File: src/rtl/mac_pkg.sv
// Shared definitions for the MAC operand feeder: default sizes, feeder FSM
// state encoding and the operand-pair record carried through the FIFO.
package mac_pkg;

    localparam int unsigned MacDataW = 16;
    localparam int unsigned MacDepth = 8;

    // IDLE: next loaded beat opens a frame; IN_FRAME: a frame is in progress.
    typedef enum logic [0:0] {
        StIdle    = 1'b0,
        StInFrame = 1'b1
    } feeder_state_e;

    typedef struct packed {
        logic [MacDataW-1:0] a;
        logic [MacDataW-1:0] b;
        logic                last;
    } operand_pair_t;

endpackage

File: src/rtl/mac_feeder_fifo.sv
// Operand-pair FIFO for the MAC feeder. Pointers carry one extra wrap bit so
// that occupancy is a plain subtraction and full/empty need no extra state.
// Writes while full and reads while empty are ignored; flush empties it.
module mac_feeder_fifo #(
    parameter int unsigned Width = 33,
    parameter int unsigned Depth = 8,
    localparam int unsigned AddrW = $clog2(Depth)
) (
    input  logic             clk_i,
    input  logic             rst_ni,
    input  logic             flush_i,
    input  logic             push_i,
    input  logic [Width-1:0] wdata_i,
    input  logic             pop_i,
    output logic [Width-1:0] rdata_o,
    output logic             full_o,
    output logic             empty_o,
    output logic [AddrW:0]   level_o
);

    localparam logic [AddrW:0] FullLevel = (AddrW + 1)'(Depth);
    localparam logic [AddrW:0] PtrOne    = 1;

    logic [Width-1:0] mem_q [Depth];
    logic [AddrW:0]   wr_ptr_q, wr_ptr_d;
    logic [AddrW:0]   rd_ptr_q, rd_ptr_d;
    logic             push_ok;
    logic             pop_ok;

    assign level_o = wr_ptr_q - rd_ptr_q;
    assign full_o  = (level_o == FullLevel);
    assign empty_o = (level_o == '0);
    assign rdata_o = mem_q[rd_ptr_q[AddrW-1:0]];

    // Full is taken from the registered pointers: a same-cycle read never frees a slot for a write.
    assign push_ok = push_i && !full_o && !flush_i;
    assign pop_ok  = pop_i && !empty_o && !flush_i;

    // Pointer next-state, flush has priority over push and pop.
    always_comb begin
        wr_ptr_d = wr_ptr_q;
        rd_ptr_d = rd_ptr_q;
        if (flush_i) begin
            wr_ptr_d = '0;
            rd_ptr_d = '0;
        end else begin
            if (push_ok) wr_ptr_d = wr_ptr_q + PtrOne;
            if (pop_ok)  rd_ptr_d = rd_ptr_q + PtrOne;
        end
    end

    // Pointer registers.
    always_ff @(posedge clk_i or negedge rst_ni) begin
        if (!rst_ni) begin
            wr_ptr_q <= '0;
            rd_ptr_q <= '0;
        end else begin
            wr_ptr_q <= wr_ptr_d;
            rd_ptr_q <= rd_ptr_d;
        end
    end

    // Storage array, no reset needed since reads are gated by occupancy.
    always_ff @(posedge clk_i) begin
        if (push_ok) mem_q[wr_ptr_q[AddrW-1:0]] <= wdata_i;
    end

endmodule

File: src/rtl/mac_operand_feeder.sv
// MAC operand feeder: buffers (A,B) operand pairs and issues them to the MAC
// over valid/ready, tagging first/last beats and counting completed frames.
// Optional build macro MAC_FEEDER_STATS_EN adds beat and stall counters.
module mac_operand_feeder
    import mac_pkg::*;
#(
    parameter int unsigned DataW = MacDataW,
    parameter int unsigned Depth = MacDepth,
    localparam int unsigned AddrW = $clog2(Depth)
) (
    input  logic             clk_i,
    input  logic             rst_ni,
    input  logic             flush_i,
    input  logic             wr_en_i,
    input  logic [DataW-1:0] wr_a_i,
    input  logic [DataW-1:0] wr_b_i,
    input  logic             wr_last_i,
    output logic             full_o,
    output logic             empty_o,
    output logic [AddrW:0]   level_o,
    output logic             ovf_o,
    output logic             op_valid_o,
    input  logic             op_ready_i,
    output logic [DataW-1:0] op_a_o,
    output logic [DataW-1:0] op_b_o,
    output logic             op_first_o,
    output logic             op_last_o,
    output logic             frame_done_o,
    output logic [15:0]      frame_cnt_o
`ifdef MAC_FEEDER_STATS_EN
    ,
    output logic [31:0]      beat_cnt_o,
    output logic [31:0]      stall_cnt_o
`endif
);

    localparam int unsigned PairW = 2 * DataW + 1;

    logic [PairW-1:0] head;
    logic [DataW-1:0] head_a;
    logic [DataW-1:0] head_b;
    logic             head_last;
    logic             fifo_empty;
    logic             fifo_full;
    logic             load;
    logic             handshake;

    feeder_state_e    state_q;
    logic             op_valid_q;
    logic [DataW-1:0] op_a_q;
    logic [DataW-1:0] op_b_q;
    logic             op_first_q;
    logic             op_last_q;
    logic             ovf_q;
    logic             frame_done_q;
    logic [15:0]      frame_cnt_q, frame_cnt_d;

    mac_feeder_fifo #(
        .Width (PairW),
        .Depth (Depth)
    ) u_fifo (
        .clk_i   (clk_i),
        .rst_ni  (rst_ni),
        .flush_i (flush_i),
        .push_i  (wr_en_i),
        .wdata_i ({wr_a_i, wr_b_i, wr_last_i}),
        .pop_i   (load),
        .rdata_o (head),
        .full_o  (fifo_full),
        .empty_o (fifo_empty),
        .level_o (level_o)
    );

    assign head_a    = head[PairW-1 -: DataW];
    assign head_b    = head[DataW -: DataW];
    assign head_last = head[0];

    // Refill the output stage whenever it is free or being drained this cycle.
    assign load      = (!op_valid_q || op_ready_i) && !fifo_empty && !flush_i;
    assign handshake = op_valid_q && op_ready_i;

    // Frame FSM and output register; flush drops the staged beat and restarts framing.
    always_ff @(posedge clk_i or negedge rst_ni) begin
        if (!rst_ni) begin
            state_q    <= StIdle;
            op_valid_q <= 1'b0;
            op_a_q     <= '0;
            op_b_q     <= '0;
            op_first_q <= 1'b0;
            op_last_q  <= 1'b0;
        end else if (flush_i) begin
            state_q    <= StIdle;
            op_valid_q <= 1'b0;
        end else if (load) begin
            op_valid_q <= 1'b1;
            op_a_q     <= head_a;
            op_b_q     <= head_b;
            op_first_q <= (state_q == StIdle);
            op_last_q  <= head_last;
            state_q    <= head_last ? StIdle : StInFrame;
        end else if (op_ready_i) begin
            op_valid_q <= 1'b0;
        end
    end

    // Frame counter next-state: bump once per completed last-beat handshake.
    always_comb begin
        frame_cnt_d = frame_cnt_q;
        if (handshake && op_last_q) frame_cnt_d = frame_cnt_q + 16'd1;
    end

    // Sticky overflow and frame-completion tracking; both survive flush.
    always_ff @(posedge clk_i or negedge rst_ni) begin
        if (!rst_ni) begin
            ovf_q        <= 1'b0;
            frame_done_q <= 1'b0;
            frame_cnt_q  <= '0;
        end else begin
            if (wr_en_i && fifo_full && !flush_i) ovf_q <= 1'b1;
            frame_done_q <= handshake && op_last_q;
            frame_cnt_q  <= frame_cnt_d;
        end
    end

`ifdef MAC_FEEDER_STATS_EN
    logic [31:0] beat_cnt_q;
    logic [31:0] stall_cnt_q;

    // Beat and stall statistics; free-running, wrap, ignore flush.
    always_ff @(posedge clk_i or negedge rst_ni) begin
        if (!rst_ni) begin
            beat_cnt_q  <= '0;
            stall_cnt_q <= '0;
        end else begin
            if (handshake)                beat_cnt_q  <= beat_cnt_q + 32'd1;
            if (op_valid_q && !op_ready_i) stall_cnt_q <= stall_cnt_q + 32'd1;
        end
    end

    assign beat_cnt_o  = beat_cnt_q;
    assign stall_cnt_o = stall_cnt_q;
`else
    // Statistics counters are not built in this configuration.
`endif

    assign full_o       = fifo_full;
    assign empty_o      = fifo_empty;
    assign ovf_o        = ovf_q;
    assign op_valid_o   = op_valid_q;
    assign op_a_o       = op_a_q;
    assign op_b_o       = op_b_q;
    assign op_first_o   = op_first_q;
    assign op_last_o    = op_last_q;
    assign frame_done_o = frame_done_q;
    assign frame_cnt_o  = frame_cnt_q;

endmodule

File: config.mk
export PLATFORM = sky130hd
export DESIGN_NAME = mac_operand_feeder
export DESIGN_NICKNAME = d
export VERILOG_FILES = /design/src/rtl/mac_pkg.sv /design/src/rtl/mac_feeder_fifo.sv /design/src/rtl/mac_operand_feeder.sv
export SDC_FILE = /design/constraint.sdc
export NUM_CORES = 1
export LEC_CHECK = 0
export ABC_CLOCK_PERIOD_IN_PS = 5550
export CORE_MARGIN = 3
export CORE_UTILIZATION = 50
export DETAILED_ROUTE_END_ITERATION = 8
export PLACE_DENSITY = 0.78
export SLEW_MARGIN = 20
export SYNTH_ARGS = -nofsm -noshare
export SYNTH_HDL_FRONTEND = slang
export SYNTH_SLANG_ARGS = --single-unit
File: constraint.sdc
create_clock -name clk_i -period 5.55 [get_ports clk_i]
set_input_delay 0.8325 -clock clk_i [delete_from_list [all_inputs] [get_ports clk_i]]
set_output_delay 0.8325 -clock clk_i [all_outputs]
set_load 0.005 [all_outputs]
# Word level (Yosys, flattened, before mapping)
# Memory sizes are Yosys's and may differ from the RTL's.
# Index checks and enable logic that the tools add are counted.
[op_classes] n_eq_ne=1 shift=0 div=0 n_mul=0 bitwise_logic=2 n_addsub=4 n_mux=12 order_cmp=0 n_reduce_logical=21
[op_table] op="16-bit by 1-bit adder with 16-bit output (second input constant)" count=1
[op_table] op="4-bit two-way mux" count=4
[op_table] op="1-bit logical AND" count=10
[op_table] op="4-bit by 1-bit adder with 4-bit output (second input constant)" count=2
[op_table] op="1-bit two-way mux" count=8
[op_table] op="2-bit nonzero test" count=3
[op_table] op="4-bit equality test (second input constant)" count=1
[op_table] op="1-bit zero test" count=4
[op_table] op="4-bit zero test" count=1
[op_table] op="4-bit subtractor" count=1
[op_table] op="3-bit nonzero test" count=1
[op_table] op="1-bit NOT" count=2
[op_table] op="2-bit AND reduction" count=1
[op_table] op="1-bit logical OR" count=1
[totals] ram_bits=264 latchBits=0 romBits=0 word_cells=52 n_memories=1 ff_bits=62
[mem_list] memory="u_fifo.mem_q" depth=8 width=33 read_ports=1 rd_ports_with_merged_regs=0 wr=1 line="mac_feeder_fifo.sv:24" text="logic [Width-1:0] mem_q [Depth];"

# Logic depth before layout (Yosys ltp)
# Gate-level depths: netlist of run 1.
[depth] word_depth=9 ltp_mapped=12

# Cells and area by module
# A second synthesis of run 1 with hierarchy kept.
[unflattened] hier_cells=678 area_unflattened_um2=12719.7
[modules_own_cells] mod="mac_feeder_fifo" seq_area_each_um2=8127.8 instances=1 area_per_inst_um2=10590.2 cells_each=531
[modules_own_cells] mod="mac_operand_feeder" seq_area_each_um2=1351.3 instances=1 area_per_inst_um2=2129.5 cells_each=147

# Worst setup path after synthesis of run 1
# No wires, ideal clock.
[synth_path] path_kind="register to register" from="reg u_fifo.rd_ptr_q[1]" to="mem u_fifo.mem_q[0][0], enable pin" n_path_buf=4 t_arrival_ns=5.514 setup_ns=0.506 slack_ns=-0.469 period_less_slack_ns=6.019 stages_incl_launch_ff=11 required_time_ns=5.044 cell_sequence="dfrtp_1 > clkbuf_1 > clkbuf_1 > buf_2 > inv_1 > ha_1 > and3b_4 > o21ai_0 > a21oi_1 > buf_2 > nor4_1"
[synth_between] elab_chain_len=7
[synth_lines] element="start, declared" line="mac_feeder_fifo.sv:26" text="logic [AddrW:0] rd_ptr_q, rd_ptr_d;"
[synth_lines] element="start signal, assigned" line="mac_feeder_fifo.sv:59" text="rd_ptr_q <= rd_ptr_d;"
[synth_lines] element="4-bit subtractor" line="mac_feeder_fifo.sv:30" text="assign level_o = wr_ptr_q - rd_ptr_q;"
[synth_lines] element="4-bit equality test" line="mac_feeder_fifo.sv:31" text="assign full_o = (level_o == FullLevel);"
[synth_lines] element="named net full_o" line="mac_operand_feeder.sv:18" text="output logic full_o,"
[synth_lines] element="1-bit zero test" line="mac_feeder_fifo.sv:36" text="assign push_ok = push_i && !full_o && !flush_i;"
[synth_lines] element="1-bit logical AND (2 in a row)" line="mac_feeder_fifo.sv:36"
[synth_lines] element="1-bit two-way mux" line="mac_feeder_fifo.sv:65" text="if (push_ok) mem_q[wr_ptr_q[AddrW-1:0]] <= wdata_i;"
[synth_lines] element="1-bit two-way mux (implied by the code)" line="mac_feeder_fifo.sv:65"
[synth_lines] element="end, declared" line="mac_feeder_fifo.sv:24"
# The timed path passes the listed nets, and every way through them passes these cells.

# Worst setup path in the final report of run 1
[layout_path] from="reg u_fifo.wr_ptr_q[0]" to="out full_o"
[layout_between] elab_chain_len=2
[layout_lines] element="start, declared" line="mac_feeder_fifo.sv:25" text="logic [AddrW:0] wr_ptr_q, wr_ptr_d;"
[layout_lines] element="start signal, assigned" line="mac_feeder_fifo.sv:58" text="wr_ptr_q <= wr_ptr_d;"
[layout_lines] element="4-bit subtractor" line="mac_feeder_fifo.sv:30"
[layout_lines] element="4-bit equality test" line="mac_feeder_fifo.sv:31"
[layout_lines] element="end, declared" line="mac_operand_feeder.sv:18"
# Every way passes these cells.

==> impl_results.md, run 1 <==
* Largest net degree at the start of global routing at 70
* TritonRoute pass-1 iters at 5
* Yosys reg bits at roughly 330
* Clock root buffer: clkbuf_16
* Yosys warns at 0
* CP cell instances: inv_1 > ha_1 > inv_1 > fa_1 > or3_1 > a21oi_1 > clkdlybuf4s50_1
* Post-CTS Setup Inserts at 0
* CTS tree: done
* Power Density at around 460 nW/µm²
* Worst setup SP type: register
* Top delay family on crit path: buffers and inverters
* Final hold vios at 0
* Die Y at 164 µm
* Outcome: finished clean
* Post-DP Area at about 14000 µm²
* TritonCTS sink count at ~330
* Area growth, synth to finish at 20.3%
* Die Area at around 27000 µm²
* Total gr overflow at 0
* First-pass GRT wire length at 38200 µm
* Drt drc at 0
* Num CTS Buffers at 34
* DRT Wirelength at around 25000 µm
* Xor/xnor share of the synthesized area at between 1 and 1.5%
* Req. time, crit path at 4.72 ns
* Post-synthesis cell area at 12500 µm²
* Netlist cell types at 43
* H-tree depth at 2
* Post-synthesis average cell area at between 15 and 20 µm²
* Hold_buf cts at 0
* Max cap viols at 0
* Most frequent cells in the layout: 264 x edfxtp_1, 95 x clkdlybuf4s50_1, 66 x mux4_2, 60 x dfrtp_1, 43 x nand2_1
* Mux contribution to synthesized area at 15.0%
* Die W at roughly 160 µm
* Wire per inst at approximately 22 µm
* Final ANT Viol Nets at 0
* Peak supply drop at about 0.28 mV
* Overall routing resource usage at between 10% and 20%
* Complex-gate fraction of the synthesized area at roughly 2.1%
* Fin crit period at around 4.9 ns
* Unrepaired setup endpoints after global routing: false
* Hold Path Class: input pin to asynchronous set/reset pin
* EDFF count, synth at 264
* Largest family of logic cells by synthesized area: multiplexers
* Post-cts resize count at 0
* Simple logic cell fraction of the synthesized area at under 10%
* DRT iter0 DRCs at ~540
* DP HPWL at 14500 µm
* Fraction of final layout cells sized beyond drive strength 1 at 19.7%
* Number of global-route vias before repair at ~6.6k
* Vias/cell at approximately 5.6
* Ys async rst share at a little under a fifth
* Crit Path Class: register to primary output
* Worst Path Arrival at 4.07 ns
* CTS clk-pin slew, worst paths at around 0.060 ns
* Cell Rows at 57
* Register area share after synthesis at roughly three quarters
* Most common cell after layout, fill and taps aside: edfxtp_1
* Mapped Nets at just under 700
* Initial antenna violation count at 2
* IO buf count at 96
* Core Area at 24500 µm²
* Nets at roughly 800
* Final period utilization at around nine tenths
* Setup-failing EPs final at 0
* Via count of the routed design at about 6.2k
* P_leak at 5.31 nW
* Core Util, Final at 61.7%
* Slowest CP cell: a21oi_1
* Fmax at about 0.2 GHz
* Synth Instances at approximately 640
* Clock Path Buffers at 3
* Initial core utilization at roughly half
* Worst rel slew slack at between 20% and 30%
* GPL Wtd Cong at between 0.7 and 0.8
* Crit path top cell by count: inv_1
* Max incr delay on CP at between 0.8 and 0.9 ns
* Most used DFF post-synth: edfxtp_1
* Worst path buffer plus inverter count at 3
* Post-Synth Adder-Cell Area at 0.758%
* Clock skew at 0.0184 ns
* Worst-Skew Late Latency at ~0.50 ns
* Top Ports at 97
* Crit path max fanout at 11
* Max-slew violations at 0
* Nature of the critical path endpoint: primary output
* Worst-Margin Slew at approximately 1.1 ns
* Post-route cell area at 15100 µm²
## per-stage QoR
stage	hold slack, ns	setup WS [ns]	power (mW)	TNS, ns	instances
after floorplan	0.435	-0.469	4.17	-61.97	638
after global placement	0.454	1.59	4.80	0	1042
after detailed placement	0.451	1.46	4.87	0	1042
after CTS	0.465	0.923	7.08	0	1103
after global routing	0.479	0.444	7.36	0	1105
final	0.455	0.645	7.02	0	1108
## power by group
part	total, mW	switching, mW	internal (mW)
sequential	3.07	0.145	2.92
combinational	1.73	0.830	0.904
clock	2.21	0.891	1.32
total	7.02	1.87	5.15
## sequential cells by signal, indices dropped and copies added, names as in the netlist
signal,cells
op_b_o,16
ovf_o,1
frame_done_o,1
u_fifo.wr_ptr_q,4
op_a_o,16
op_last_o,1
op_valid_o,1
u_fifo.mem_q,264
op_first_o,1
u_fifo.rd_ptr_q,4
frame_cnt_o,16
state_q,1
## path summary, 6_finish.rpt
path,start,end,slack (ns),cells past startpoint
min,rst_ni,frame_done_o,0.45,1
max,u_fifo.wr_ptr_q[0],full_o,0.65,7
max in group asynchronous,rst_ni,u_fifo.rd_ptr_q[1],4.45,1
min in group clk_i,state_q,op_first_o,0.47,1
min reg2reg,state_q,op_first_o,0.47,1
max reg2reg,u_fifo.wr_ptr_q[0],u_fifo.mem_q[5][18],1.66,9
## final cells by class
type,count,area [µm²]
diodes,3,7.51
well taps,324,405
fillers,1694,9370
repair buffers,113,1130
multi-input cells,276,2950
inverters,5,18.8
flip-flops and latches,326,9490
clock inverters,20,178
clock buffers,41,918
## synthesized netlist by cell type, types with 6 or more instances
cell type,instances,area (µm²)
edfxtp_1,264,7930
nor2_1,16,60.1
xor2_1,8,70.1
mux4_2,66,1490
nand2_1,43,161
o21ai_1,18,90.1
dfrtp_1,62,1550
nor3_1,7,35.0
o21ai_0,18,90.1
ha_1,6,75.1
clkbuf_1,13,48.8
mux2i_1,36,360
nand4_1,6,37.5
buf_2,11,55.1
xnor2_1,10,87.6
## metal layers
layer | vias to the layer above | part of all wire (%) | track usage (%)
li1 | 2778 | - | -
met1 | 3226 | 41 | 25.2
met2 | 196 | 51 | 31.6
met4 | 2 | 1.8 | 5.04
met5 | - | 0.082 | 0
met3 | 42 | 6.2 | 4.06
## logic make-up after synthesis
| kind of cell | Yosys count |
|---|---|
| buffers and inverters | 36 |
| flip-flops | 326 |
| AO/OA/AOI/OAI | 47 |
| adder cells (fa/ha/maj) | 7 |
| multiplexers | 105 |
| XOR/XNOR | 18 |
| AND/OR/NAND/NOR | 99 |
Note: power is estimated with default switching activity, not from simulation.
==> run 2, diff against run 1 <==
--- a/config.mk
+++ b/config.mk
@@ -6,8 +6,9 @@
 export NUM_CORES = 1
 export LEC_CHECK = 0
 export ABC_CLOCK_PERIOD_IN_PS = 5550
-export CORE_MARGIN = 3
+export CAP_MARGIN = 20
 export CORE_UTILIZATION = 50
+export CTS_CLUSTER_SIZE = 20
 export DETAILED_ROUTE_END_ITERATION = 8
 export PLACE_DENSITY = 0.78
 export SLEW_MARGIN = 20
==> run 2 against run 1 <==
Sequential share of layout area up 0.32 points. Count of clock-buffer cells in the layout up 8. Non-clock buffer count down 4. Cell area down 0.54%. Worst hold slack worse by 0.022 ns. Register-to-register slack better by 0.19 ns. Sequential cell count unchanged. Power down 0.26%. Maximum frequency up 6.0%. Via count down 1.3%. Combinational power about the same. Clock power about the same. Critical endpoint unchanged. Highest routed layer unchanged.
==> impl_results.md, run 2 (synthesis gave the netlist of run 1 again) <==
* Overall routing resource usage at 18.8% (-0.027 points)
* Initial core utilization at 51.3% (unchanged)
* Fillcell total at 1696 (+0.12%)
* Max cap viols at 0 (unchanged)
* Final hold vios at 0 (unchanged)
* Die W at 160 µm (-2.4%)
* Largest net degree at the start of global routing at 70 (unchanged)
* TritonCTS sink count at 326 (unchanged)
* Clock root buffer: clkbuf_16
* Most common cell after layout, fill and taps aside: edfxtp_1
* Peak supply drop at 0.291 mV (+2.2%)
* Num CTS Buffers at 34 (unchanged)
* Fraction of final layout cells sized beyond drive strength 1 at 19.2% (-0.54 points)
* Initial antenna violation count at 1 (-1)
* Via count of the routed design at 6160 (-1.3%)
* Outcome: finished clean
* M1 WL at 9790 µm (-2.2%)
* GPL Wtd Cong at 0.834 (+5.9%)
* TritonRoute pass-1 iters at 4 (-1)
* Core Area at 24500 µm² (unchanged)
* Worst Path Arrival at 3.79 ns (-0.28 ns)
* Nature of the critical path endpoint: primary output
* Worst-Margin Slew at 0.967 ns (-0.137 ns)
* Hold Path Class: input pin to asynchronous set/reset pin
* Drt drc at 0 (unchanged)
* Final ANT Viol Nets at 0 (unchanged)
* Placement Setup Slack at 1.47 ns (+0.0111 ns)
* Routed wl met3 at 1130 µm (-26%)
* Fin crit period at 4.63 ns (-0.278 ns)
* H-tree depth at 2 (unchanged)
* Met2 WL at 11700 µm (-6.5%)
* Unrepaired setup endpoints after global routing: false
* Worst rel slew slack at 35.5% (+9.1 points)
* IO buf count at 96 (unchanged)
* CTS clk-pin slew, worst paths at 0.06 ns (about the same)
* Post-cts resize count at 0 (unchanged)
* Core Util, Final at 61.3% (-0.33 points)
* Clock skew at 0.00732 ns (-0.0111 ns)
* CTS tree: done
* DP HPWL at 13100 µm (-9.2%)
* First-pass GRT wire length at 36700 µm (-4.0%)
* Total gr overflow at 0 (unchanged)
* Worst-Skew Late Latency at 0.50 ns (about the same)
* Clock Path Buffers at 3 (unchanged)
* Crit Path Class: register to primary output
* Cell Rows at 57 (unchanged)
* Area of the multi-input gates at 2930 µm² (-0.59%)
* Max reg flops at 264 (unchanged)
* Die Area at 25700 µm² (-4.8%)
* FF+latch area at 9480 µm² (about the same)
* Most frequent cells in the layout: 264 x edfxtp_1, 95 x clkdlybuf4s50_1, 66 x mux4_2, 60 x dfrtp_1, 43 x nand2_1
* Total power at 7.00 mW (-0.26%)
* Nets at 797 (-0.50%)
* DRT Wirelength at 23000 µm (-6.1%)
* DR top layer: met5
* Number of global-route vias before repair at 6547 (-0.40%)
* Final period utilization at 83.4% (-5.0 points)
* Hold_buf cts at 0 (unchanged)
* Req. time, crit path at 4.72 ns (about the same)
* DRT iter0 DRCs at 472 (-13%)
* Power Density at 466 nW/µm² (+0.28%)
* Fmax at 0.216 GHz (+6.0%)
* P_leak at 5.29 nW (-0.42%)
* Hold WS at 0.433 ns (-0.0217 ns)
* Setup total negative slack at 0 ns (unchanged)
* Vias/cell at 5.59 (-0.72%)
* Setup-failing EPs final at 0 (unchanged)
* Setup WS post-layout at 0.924 ns (+0.278 ns)
* Top Ports at 97 (unchanged)
* Wire per inst at 20.9 µm (-5.5%)
* Post-CTS Setup Inserts at 0 (unchanged)
* Flop-to-flop setup slack at 1.85 ns (+0.19 ns)
* ANT cells at 0 (-3)
* Die Y at 160 µm (-2.4%)
* Area growth, synth to finish at 19.7%
* Max-slew violations at 0 (unchanged)
* Worst setup SP type: register
* Crit path max fanout at 11 (unchanged)
-- run 2: changes by cell type in the layout (fill, tap and decap cells not counted), sizes merged --
cell,delta
clkinv,-5
clkbuf,+8
diode,-3
buf,-4
inv,-1
clkinvlp,-2
-- run 2: worst paths after layout --
kind                            cells after the start                   to               start
worst max-delay path                                7               full_o  u_fifo.wr_ptr_q[0]
worst min-delay path                                1         frame_done_o              rst_ni
worst max register to register                     10  u_fifo.mem_q[5][26]  u_fifo.wr_ptr_q[0]
min in group clk_i                                  1                ovf_o               ovf_o
worst min register to register                      1                ovf_o               ovf_o
max in group asynchronous                           1   u_fifo.rd_ptr_q[0]              rst_ni
-- run 2: metrics by stage --
stage                     area [µm²]  instances
after floorplan                12500        638
after global placement         13900       1040
after detailed placement       13900       1040
after CTS                      15000       1101
after global routing           15000       1101
final                          15000       1101
-- run 2: where the power goes --
group | internal (mW) | switching [mW]
clock network | 1.36 | 0.865
registers | 2.92 | 0.134
logic | 0.899 | 0.810
-- run 2: worst max-delay path: stages (launching register included) --
cell and delay (ns):
dfrtp_1 0.56, inv_1 0.18, ha_1 0.23, inv_1 0.07, fa_1 0.45, or3_1 0.43
a21oi_1 0.73, clkdlybuf4s50_1 0.65
-- run 2: final cells by class --
type,count,area share [%]
well taps,324,2.70
repair buffers,109,7.04
flip-flops and latches,326,63.2
clock inverters,12,0.892
inverters,5,0.125
multi-input cells,276,19.5
clock buffers,49,6.52
-- run 2: metal layers --
metal  track usage (%)  up-vias
li1                  -     2762
met1              25.1     3191
met5                 0        -
met2              32.2      171
met4              5.32        2
met3              3.00       34
